**src/rtl/controle_tiro.sv**
```systemverilog
// Shot sequencer for the player ship: turns fire-key presses into single launches
// of the allied ball, tracks the shot in flight and enforces a reload delay.
module controle_tiro #(
    parameter int COOLDOWN_CYCLES = 25_000_000,
    parameter int CONT_W          = 25,
    parameter int Y_TOPO          = 0
) (
    input  logic       CLOCK_50,
    input  logic       resetNave,
    input  logic       pausa,
    input  logic       atirar,
    input  logic       bateu,
    input  logic [9:0] y_bola,
    output logic       iniciar_bola,
    output logic       pronto,
    output logic [7:0] tiros,
    output logic [1:0] estado
);

    localparam logic [1:0] IDLE    = 2'b00;
    localparam logic [1:0] VOO     = 2'b01;
    localparam logic [1:0] RECARGA = 2'b10;

    localparam logic [CONT_W-1:0] CNT_FIM = CONT_W'(COOLDOWN_CYCLES - 1);
    localparam logic [CONT_W-1:0] CNT_UM  = CONT_W'(1);
    localparam logic [9:0]        Y_LIM   = 10'(Y_TOPO);

    logic [1:0]        estado_q, estado_d;
    logic [CONT_W-1:0] cont_q, cont_d;
    logic [7:0]        tiros_q, tiros_d;
    logic              atirarAnt_q;
    logic              fireEdge;
    logic              fimTiro;

    assign fireEdge = atirar & ~atirarAnt_q;
    assign fimTiro  = bateu | (y_bola <= Y_LIM);

    // Pause freezes everything except key sampling, so an edge seen while paused is lost.
    always_comb begin
        estado_d = estado_q;
        cont_d   = cont_q;
        tiros_d  = tiros_q;
        if (!pausa) begin
            case (estado_q)
                IDLE: begin
                    if (fireEdge) begin
                        estado_d = VOO;
                        if (tiros_q != 8'hFF) begin
                            tiros_d = tiros_q + 8'd1;
                        end
                    end
                end
                VOO: begin
                    if (fimTiro) begin
                        estado_d = RECARGA;
                        cont_d   = '0;
                    end
                end
                RECARGA: begin
                    if (cont_q == CNT_FIM) begin
                        estado_d = IDLE;
                    end else begin
                        cont_d = cont_q + CNT_UM;
                    end
                end
                default: estado_d = IDLE;
            endcase
        end
    end

    always_ff @(posedge CLOCK_50 or posedge resetNave) begin
        if (resetNave) begin
            estado_q    <= IDLE;
            cont_q      <= '0;
            tiros_q     <= '0;
            atirarAnt_q <= 1'b0;
        end else begin
            estado_q    <= estado_d;
            cont_q      <= cont_d;
            tiros_q     <= tiros_d;
            atirarAnt_q <= atirar;
        end
    end

    // Decoded straight from the state register, so the ball command never glitches.
    assign iniciar_bola = (estado_q == VOO);
    assign pronto       = (estado_q == IDLE);
    assign tiros        = tiros_q;
    assign estado       = estado_q;

endmodule

```
**config.mk**
```make
export PLATFORM = sky130hd
export DESIGN_NAME = controle_tiro
export DESIGN_NICKNAME = d
export VERILOG_FILES = /design/src/rtl/controle_tiro.sv
export SDC_FILE = /design/constraint.sdc
export NUM_CORES = 1
export LEC_CHECK = 0
export BUFFER_PORTS_ARGS = -buffer_cell sky130_fd_sc_hd__buf_2
export CAP_MARGIN = 20
export CORE_MARGIN = 1.5
export CORE_UTILIZATION = 35
export DETAILED_ROUTE_END_ITERATION = 8
export GPL_ROUTABILITY_DRIVEN = 0
export GPL_TIMING_DRIVEN = 0
export PLACE_DENSITY = 0.61
export SETUP_SLACK_MARGIN = 0.15
export SKIP_CTS_REPAIR_TIMING = 1
export SYNTH_ARGS = -nofsm -noshare
export SYNTH_HDL_FRONTEND = slang
export SYNTH_SLANG_ARGS = --single-unit
```
**constraint.sdc**
```tcl
create_clock -name CLOCK_50 -period 4.91 [get_ports CLOCK_50]
set_input_delay 0.2455 -clock CLOCK_50 [delete_from_list [all_inputs] [get_ports CLOCK_50]]
set_output_delay 0.2455 -clock CLOCK_50 [all_outputs]
set_load 0.005 [all_outputs]
```
==> reports/summary.md, run 1 <==
Data on the critical path is required at its endpoint by 5.08 ns. The die covers 6354 µm². Summing the sequential cell areas from Yosys gives 43.74% of the chip area.

The via count of the first global-routing pass was 1,825; the maximum number of buffers from clock root to sink was 2. Clock tree synthesis inserted a total of 5 buffers. Most prevalent standard cell on the critical path: sky130_fd_sc_hd__buf_6.

Setup repair after global routing left no endpoint under its margin. The logs give 2059 µm² for the netlist area before placement and 36 for the clock sink count. The number of slew-limit violations in the final report came out at 0. The share of the clock period used by the worst path after layout came out at 51.26%.

The tool flagged a number of max-cap violations equal to 0. Wires add up to 5183 µm. The logs give 8818 µm for the global-route wire length before repair and 0.06748 ns for the worst hold-check slack. The pre-antenna-repair detailed-routing pass consisted of 4 iterations. Dividing the detail-routed via count by the number of cells gives 5.864. The clock transition at the registers of the reported paths was 0.08 ns. After detailed placement, the design holds a cell count of 324. Across all layers, the routed design uses 1,947 vias. The kind of path behind the tightest hold check is input pin to register. The starting utilization of the core area was 36.72%.

The run gives 3641 µm as the half-perimeter wire length of the detailed placement result. The clock tree skew after final layout is 0.004732 ns. The post-route netlist has 16.92% of its cells at a drive strength greater than 1. The number of nets in the finished design was 276.

The tools report the type of destination of the critical path as a register. The core outline area is 5608 µm². The die height works out to 79.71 µm. The run gives 17.75% as the overall fraction of global-route tracks in use.

The maximum single-stage delay on the critical path is 0.53 ns, and the number of diodes added for antenna fixing is 0. TritonCTS built the clock tree. Subtracting the final worst setup slack from the clock period gives 2.517 ns.

Data arrives at the worst endpoint at 2.69 ns. The count of nets left with antenna violations once routing finished came out at 0. The top cell types in the final layout, fill and taps aside, are sky130_fd_sc_hd__dfrtp_1 (36), sky130_fd_sc_hd__buf_2 (28), sky130_fd_sc_hd__o21ai_0 (24). The pin count of the biggest net entering global routing was 37. The placed instances occupy a cell area of 2280 µm².

The critical path is of the register to register type. Power spread over the standard cell area amounts to 413.1 nW/µm². The tools report the number of remaining DRC errors as 0.

For this run the aggregate overflow at the end of global routing stands at 0. From left edge to right edge, the die measures 79.71 µm. The final-report setup violation count was 0; the initial detailed-routing violation count was 225. Total power for the finished layout comes to 987.7 µW.

The run gives 0 as the initial antenna violation count. Once layout is complete, the utilization of the core stands at 42.64%. At the pin with the least slew margin, the transition time is 1.015 ns. The hold violation count in the final report is 0.

The critical path goes through buf_6, or4b_1, or4_4, or3_1, buf_6, nand2_4, buf_12, o31ai_1. CTS built an H-tree with a depth of 2. For the total negative slack for setup checks, the log shows 0 ns.

Among all stages on the critical path, the largest delay is contributed by sky130_fd_sc_hd__or4_4. After technology mapping, the gate count stands at 226. Pin placement for this block handled 27 I/O pins. The area occupied by multi-input gates is 1057 µm². Leaving out fill and tap cells, the most frequent cell in the layout is sky130_fd_sc_hd__dfrtp_1. The Yosys step of the flow raised 0 warnings. Of all nets on the critical path, the largest fanout is 10.

The worst-case vdd ir drop is 203.7 µV. The floorplan row count was 27; the number of nets produced by synthesis was 243. The startpoint class of the critical path was a register. Number of buffers added on ports: 26. Each instance of the synthesized netlist takes up on average 9.113 µm².

The cell leakage power was 1.020 nW. The tools report the register area as 900.9 µm². Post-synthesis register bit count: 36.

The layout has 573 filler cells. The area growth from synthesis to layout is 16.10%. Leaving out filler cells and counting taps, the final layout contains 332. In the post-route analysis, the smallest setup slack over all paths is 2.393 ns.

Maximum clock frequency: 397.3 MHz. The tree is rooted in a sky130_fd_sc_hd__clkbuf_8. The number of different library cells used by synthesis comes to 42. After detailed routing, the average wire length per cell comes to 15.61 µm. The flow ran to the end, and the final reports show no timing, DRC or antenna violations. At the placement stage, the worst setup path has a slack of 2.401 ns. With fillers left out, the area of the finished cells amounts to 2391 µm². Clock latency on the worst-skew pair, taken at its later pin, is 0.29 ns. In this run the tightest slew margin relative to its limit is 31.81%.
==> path summary, 6_finish.rpt <==
path | startpoint | cells past startpoint | end | slack [ns]
hold reg to reg | cont_q[23] | 1 | cont_q[23] | 0.49
hold / removal | atirar | 1 | atirarAnt_q | 0.07
max in group asynchronous | resetNave | 2 | cont_q[4] | 4.31
min in group asynchronous | resetNave | 2 | cont_q[1] | 0.08
setup / recovery | cont_q[8] | 8 | cont_q[8] | 2.39
setup reg to reg | cont_q[8] | 8 | cont_q[8] | 2.39
==> sequential cells by signal (all words and copies together) (netlist names) <==
name and count:
cont_q 25, atirarAnt_q 1, estado 2, tiros 8
==> cell families (layout without fill, tap and decap cells) <==
kind of cell / Yosys count / after routing / synth area share (%)
buf+inv: 18 / 52 / 4.921
compound gates: 67 / 67 / 20.96
simple gates: 94 / 94 / 25.21
mux: 1 / 1 / 0.5467
xor+xnor: 8 / 8 / 3.402
fa+ha+maj: 2 / 2 / 1.215
flops: 36 / 36 / 43.74
==> report_power, final <==
group | switching [mW] | internal [mW] | total [mW] | leakage, nW
registers | 0.0628 | 0.345 | 0.408 | 0.479
logic | 0.188 | 0.127 | 0.315 | 0.487
clock network | 0.114 | 0.150 | 0.265 | 0.0541
total | 0.365 | 0.622 | 0.988 | 1.02
==> synthesized netlist by cell type (all sizes together) <==
| master | count | area, µm² |
|---|---|---|
| inv | 6 | 22.52 |
| nand4b | 1 | 8.760 |
| nand4 | 13 | 81.33 |
| nand3 | 16 | 80.08 |
| clkbuf | 7 | 26.28 |
| o21ai | 26 | 133.9 |
| o31ai | 9 | 67.56 |
| a21oi | 6 | 30.03 |
| ha | 2 | 25.02 |
| nor4bb | 1 | 10.01 |
| nor2 | 11 | 41.29 |
| and3 | 9 | 56.30 |
| o211ai | 1 | 7.510 |
| dfrtp | 36 | 900.9 |
| or4b | 1 | 10.01 |
| o41ai | 5 | 43.79 |
| nand2 | 19 | 78.82 |
| or4 | 2 | 18.77 |
| nor4 | 6 | 37.54 |
| buf | 5 | 52.55 |
| nand2b | 2 | 12.51 |
| a31oi | 10 | 62.56 |
| nor2b | 1 | 6.260 |
| a21o | 1 | 7.510 |
| a41oi | 4 | 35.03 |
| o22a | 1 | 8.760 |
| o221ai | 1 | 8.760 |
| o311ai | 2 | 17.52 |
| and4 | 3 | 26.28 |
| xor2 | 3 | 26.28 |
| or3 | 1 | 6.260 |
| mux2 | 1 | 11.26 |
| xnor2 | 5 | 43.79 |
| a31o | 1 | 8.760 |
| nor3 | 4 | 20.02 |
| and2 | 4 | 25.02 |
==> routing by layer <==
layer / GRT usage (%) / vias up / wire length, µm / share of wire, %
met2: 28.81 / 58 / 2522 / 49
met5: 0 / - / 0 / 0
li1: - / 938 / - / -
met4: 7.368 / 0 / 96 / 1.9
met1: 22.96 / 939 / 2327 / 45
met3: 3.429 / 12 / 237 / 4.6
==> critical path: cells and delay by family (launching register included) <==
family	cells	cell delay, ns
and+or+nand+nor	4	1.49
AOI/OAI and AO/OA	1	0.08
buffers and inverters	3	0.44
DFF	1	0.38
==> layout make-up <==
class                   instances  share of cell area (%)
well taps                      72                   3.768
inverters                       6                  0.9419
clock inverters                 3                   1.779
multi-input cells             172                   44.22
clock buffers                   5                   2.878
flip-flops and latches         36                   37.68
plain buffers                  12                   3.297
repair buffers                 26                   5.442
No activity file was read; power rests on OpenSTA's default activity.
==> run 2: changes to the inputs <==
--- a/config.mk
+++ b/config.mk
@@ -5,6 +5,7 @@
 export SDC_FILE = /design/constraint.sdc
 export NUM_CORES = 1
 export LEC_CHECK = 0
+export ABC_AREA = 1
 export BUFFER_PORTS_ARGS = -buffer_cell sky130_fd_sc_hd__buf_2
 export CAP_MARGIN = 20
 export CORE_MARGIN = 1.5
@@ -12,7 +13,7 @@
 export DETAILED_ROUTE_END_ITERATION = 8
 export GPL_ROUTABILITY_DRIVEN = 0
 export GPL_TIMING_DRIVEN = 0
-export PLACE_DENSITY = 0.61
+export PLACE_DENSITY = 0.6
 export SETUP_SLACK_MARGIN = 0.15
 export SKIP_CTS_REPAIR_TIMING = 1
 export SYNTH_ARGS = -nofsm -noshare
==> constraint.sdc (replaced) <==
create_clock -name CLOCK_50 -period 2.62 [get_ports CLOCK_50]
set_input_delay 0.131 -clock CLOCK_50 [delete_from_list [all_inputs] [get_ports CLOCK_50]]
set_output_delay 0.131 -clock CLOCK_50 [all_outputs]
set_load 0.005 [all_outputs]
==> run 2 against run 1 <==
  * The flow now finishes with violations (hold timing)
  * Synthesized area grew 15%
  * Via count grew 16%
  * Combinational power grew 67%
  * Clock-buffer cell count is the same
  * Die area grew 15%
  * Highest routed layer unchanged
  * Power grew 64%
==> reports/summary.md, run 2 <==
The worst hold-check slack is -0.03274 ns (-0.1002 ns). The tools report the die footprint as 7292 µm² (+15%). The final-layout fill cell count is 698 (+22%), and the H-tree depth is 2 (unchanged). The top cell type's share of synthesized area works out to 37.91% (-5.8 points). The number of warnings printed during yosys synthesis is 0 (unchanged), and the starting utilization of the core area is 36.79% (+0.063 points).

The per-cell via count in the routed design was 4.639 (-21%); the worst-case vdd ir drop was 385.0 µV (+89%). The initial detailed-routing violation count came out at 144 (-36%). For the number of remaining DRC errors, the log shows 0 (unchanged). Post-synthesis register bit count: 36 (unchanged). STA classifies the critical path startpoint as a register.

The die extent in x is 85.40 µm (+7.1%). The number of slew-limit violations in the final report was 0 (unchanged). The final core utilization was 41.88% (-0.75 points); the count of pins on the block boundary was 27 (unchanged).

The logs give 16.93% (-0.82 points) for the overall fraction of global-route tracks in use and 0 (unchanged) for the final-report setup violation count. The total iterations of the first detailed-routing run came out at 4 (unchanged). For the core outline area, the log shows 6459 µm² (+15%). The average footprint of a synthesized cell came out at 6.370 µm² (-30%). The slew at the pin closest to its max-slew limit is 0.7661 ns (-0.2490 ns). The tools report the placed standard-cell area as 2603 µm² (+14%).

The min-delay analysis places its worst path in the category input pin to async pin. Among all stages on the critical path, the largest delay is contributed by sky130_fd_sc_hd__dfrtp_1. The tools report the maximum clock frequency as 522.2 MHz (+31%).

The clock sink count is 36 (unchanged), and the pin count of the biggest net entering global routing is 37 (unchanged). The data arrival time of the critical path came out at 2.15 ns (-0.54 ns). Final cell count without fillers: 485 (+46%). Type of the worst setup path: register to register. The critical path goes through ha_1, nand2_1, nor2_4, nand2_1, nor2_1, nand2_1, nand2_1, nand2_1, nor2_1, nand2_1, nand2_1.

Total power per unit cell area: 599.3 nW/µm² (+45%). The tightest slew margin relative to the limit came out at 48.85% (+17 points). For the clock tree skew after final layout, the log shows 0.003868 ns (-0.0008640 ns).

Most prevalent standard cell on the critical path: sky130_fd_sc_hd__nand2_1. For the final routed wirelength across all metal layers, the log shows 5468 µm (+5.5%). The async set or reset register ratio after synthesis came out at 100.0% (unchanged).

The number of diodes added for antenna fixing came out at 0 (unchanged). Post-synthesis sequential area ratio: 37.91% (-5.8 points). The post-route total power was 1.621 mW (+64%). The total congestion overflow after global routing is 0 (unchanged), and the maximum single-stage delay on the critical path is 0.42 ns (-0.11 ns). The logs give 27 (-36%) for the number of distinct library cells after synthesis and 0.29 ns (about the same) for the latest clock arrival within the worst-skew pair. Setup repair after global routing left no endpoint under its margin. TritonCTS built the clock tree.

The die height came out at 85.40 µm (+7.1%). The hold violation count in the final report is 36 (+36), and the half-perimeter wire length of the detailed placement result is 4048 µm (+11%). The data required time at the worst endpoint was 2.86 ns (-2.22 ns). The run gives 2,202 (+21%) as the via count of the first global-routing pass. Most common library cell in the layout ignoring fill and taps: sky130_fd_sc_hd__nand2_1. The biggest area contributor in the post-synthesis netlist is sky130_fd_sc_hd__dfrtp_1.

The floorplan row count is 29 (+7.4%). The final reports fail on hold timing. The cell leakage power is 1.327 nW (+30%), and the number of enable flip-flop cells after synthesis is 0 (unchanged).

The flip-flop count of the largest register, all copies and words added is 25 (unchanged). Type of destination of the critical path: a register. The run gives 9873 µm (+12%) as the global-route wire length before repair.

The flow ran to the end, but the final reports show violations. The number of buffers added on ports is 26 (unchanged). More flip-flops sit in one register than any other, and that register is cont_q. The run gives 0 (unchanged) as the reported max-cap violation count. Among all flip-flop cells after synthesis, the most frequent one is sky130_fd_sc_hd__dfrtp_1.

The run gives 0 (unchanged) as the initial antenna violation count. The peak fanout along the critical path is 6 (-4), and the instance count of the mapped netlist is 373 (+65%). By area the synthesized netlist is led by sky130_fd_sc_hd__dfrtp_1 (38%), sky130_fd_sc_hd__nand2_1 (24%), sky130_fd_sc_hd__nor2_1 (11%). The share of the clock period used by the worst path after layout works out to 73.09% (+22 points). The area growth from synthesis to layout is 13.85%. Residual antenna-violating net count after detailed routing: 0 (unchanged). The netlist area before placement came out at 2376 µm² (+15%). The maximum number of buffers from clock root to sink came out at 2 (unchanged). The routed length per placed instance came out at 11.27 µm (-28%). The run gives 424 (+54%) as the number of nets in the finished design. The final worst slack was 0.7051 ns (-1.688 ns). Most repeated cell in the gate-level netlist after synthesis: sky130_fd_sc_hd__nand2_1. The tree is rooted in a sky130_fd_sc_hd__clkbuf_8. The tools report the final non-filler cell area as 2705 µm² (+13%). By count the netlist is led by sky130_fd_sc_hd__nand2_1 (153), sky130_fd_sc_hd__nor2_1 (67), sky130_fd_sc_hd__dfrtp_1 (36).

The post-placement cell count is 476 (+47%), and the TritonCTS buffer count is 5 (unchanged). The total negative slack for setup checks was 0 ns (unchanged). The number of vias in the routed layout is 2,250 (+16%). The pre-CTS setup slack is 0.6992 ns (-1.702 ns), and the clock transition at the registers of the reported paths is 0.08 ns (about the same).

The final period demand of the worst path works out to 1.915 ns (-0.6020 ns). The fraction of layout instances using a drive strength above 1 is 12.50% (-4.4 points), and the number of nets produced by synthesis is 390 (+60%). The library cells used most frequently in the layout, excluding fill and tap cells, are sky130_fd_sc_hd__nand2_1 (153), sky130_fd_sc_hd__nor2_1 (67), sky130_fd_sc_hd__dfrtp_1 (36).
run 2: cell count changes after synthesis, moves of 10 or more:
| cell | before | now |
|---|---|---|
| sky130_fd_sc_hd__a31oi_1 | 10 | 0 |
| sky130_fd_sc_hd__o21ai_0 | 24 | 7 |
| sky130_fd_sc_hd__nand2_1 | 18 | 153 |
| sky130_fd_sc_hd__nor2_1 | 11 | 67 |
| sky130_fd_sc_hd__inv_1 | 6 | 35 |
run 2: final cells by class:
class	count	area (µm²)	share of cell area [%]
plain buffers	7	46.29	1.711
clock buffers	5	68.82	2.544
clock inverters	3	23.77	0.8788
inverters	38	142.6	5.273
multi-input cells	292	1286	47.55
flip-flops and latches	36	900.9	33.30
well taps	77	96.34	3.562
repair buffers	27	140.1	5.180
run 2: logic make-up after synthesis:
kind of cell | after synthesis | synth area share, %
AO/OA/AOI/OAI | 20 | 4.845
XOR/XNOR | 7 | 2.580
adder cells (fa/ha/maj) | 2 | 1.053
buffers and inverters | 45 | 7.952
flip-flops | 36 | 37.91
AND/OR/NAND/NOR | 263 | 45.66
run 2: power by group:
group	switching, mW	internal, mW
clock network	0.227	0.188
logic	0.342	0.185
registers	0.0686	0.610
run 2: per-layer routing:
| layer | routed length [µm] | global-route usage, % |
|---|---|---|
| met3 | 235 | 2.821 |
| met1 | 2655 | 22.17 |
| met5 | 0 | 0 |
| met2 | 2529 | 28.86 |
| met4 | 48 | 4.839 |
run 2: final timing paths:
check                           from         end  slack [ns]  depth (start not counted)
min in group CLOCK_50          pausa   estado[0]        0.13                          4
hold / removal             resetNave   estado[0]       -0.03                          2
setup / recovery           cont_q[0]  cont_q[20]        0.71                         11
setup reg to reg           cont_q[0]  cont_q[20]        0.71                         11
max in group asynchronous  resetNave  cont_q[11]        2.16                          2
hold reg to reg            cont_q[3]   cont_q[3]        0.51                          2
run 2: critical path: cells and delay by family (launching register included):
kind / cells / cell delay (ns)
flip-flops: 1 / 0.42
adder cells (fa/ha/maj): 1 / 0.19
AND/OR/NAND/NOR: 10 / 1.26
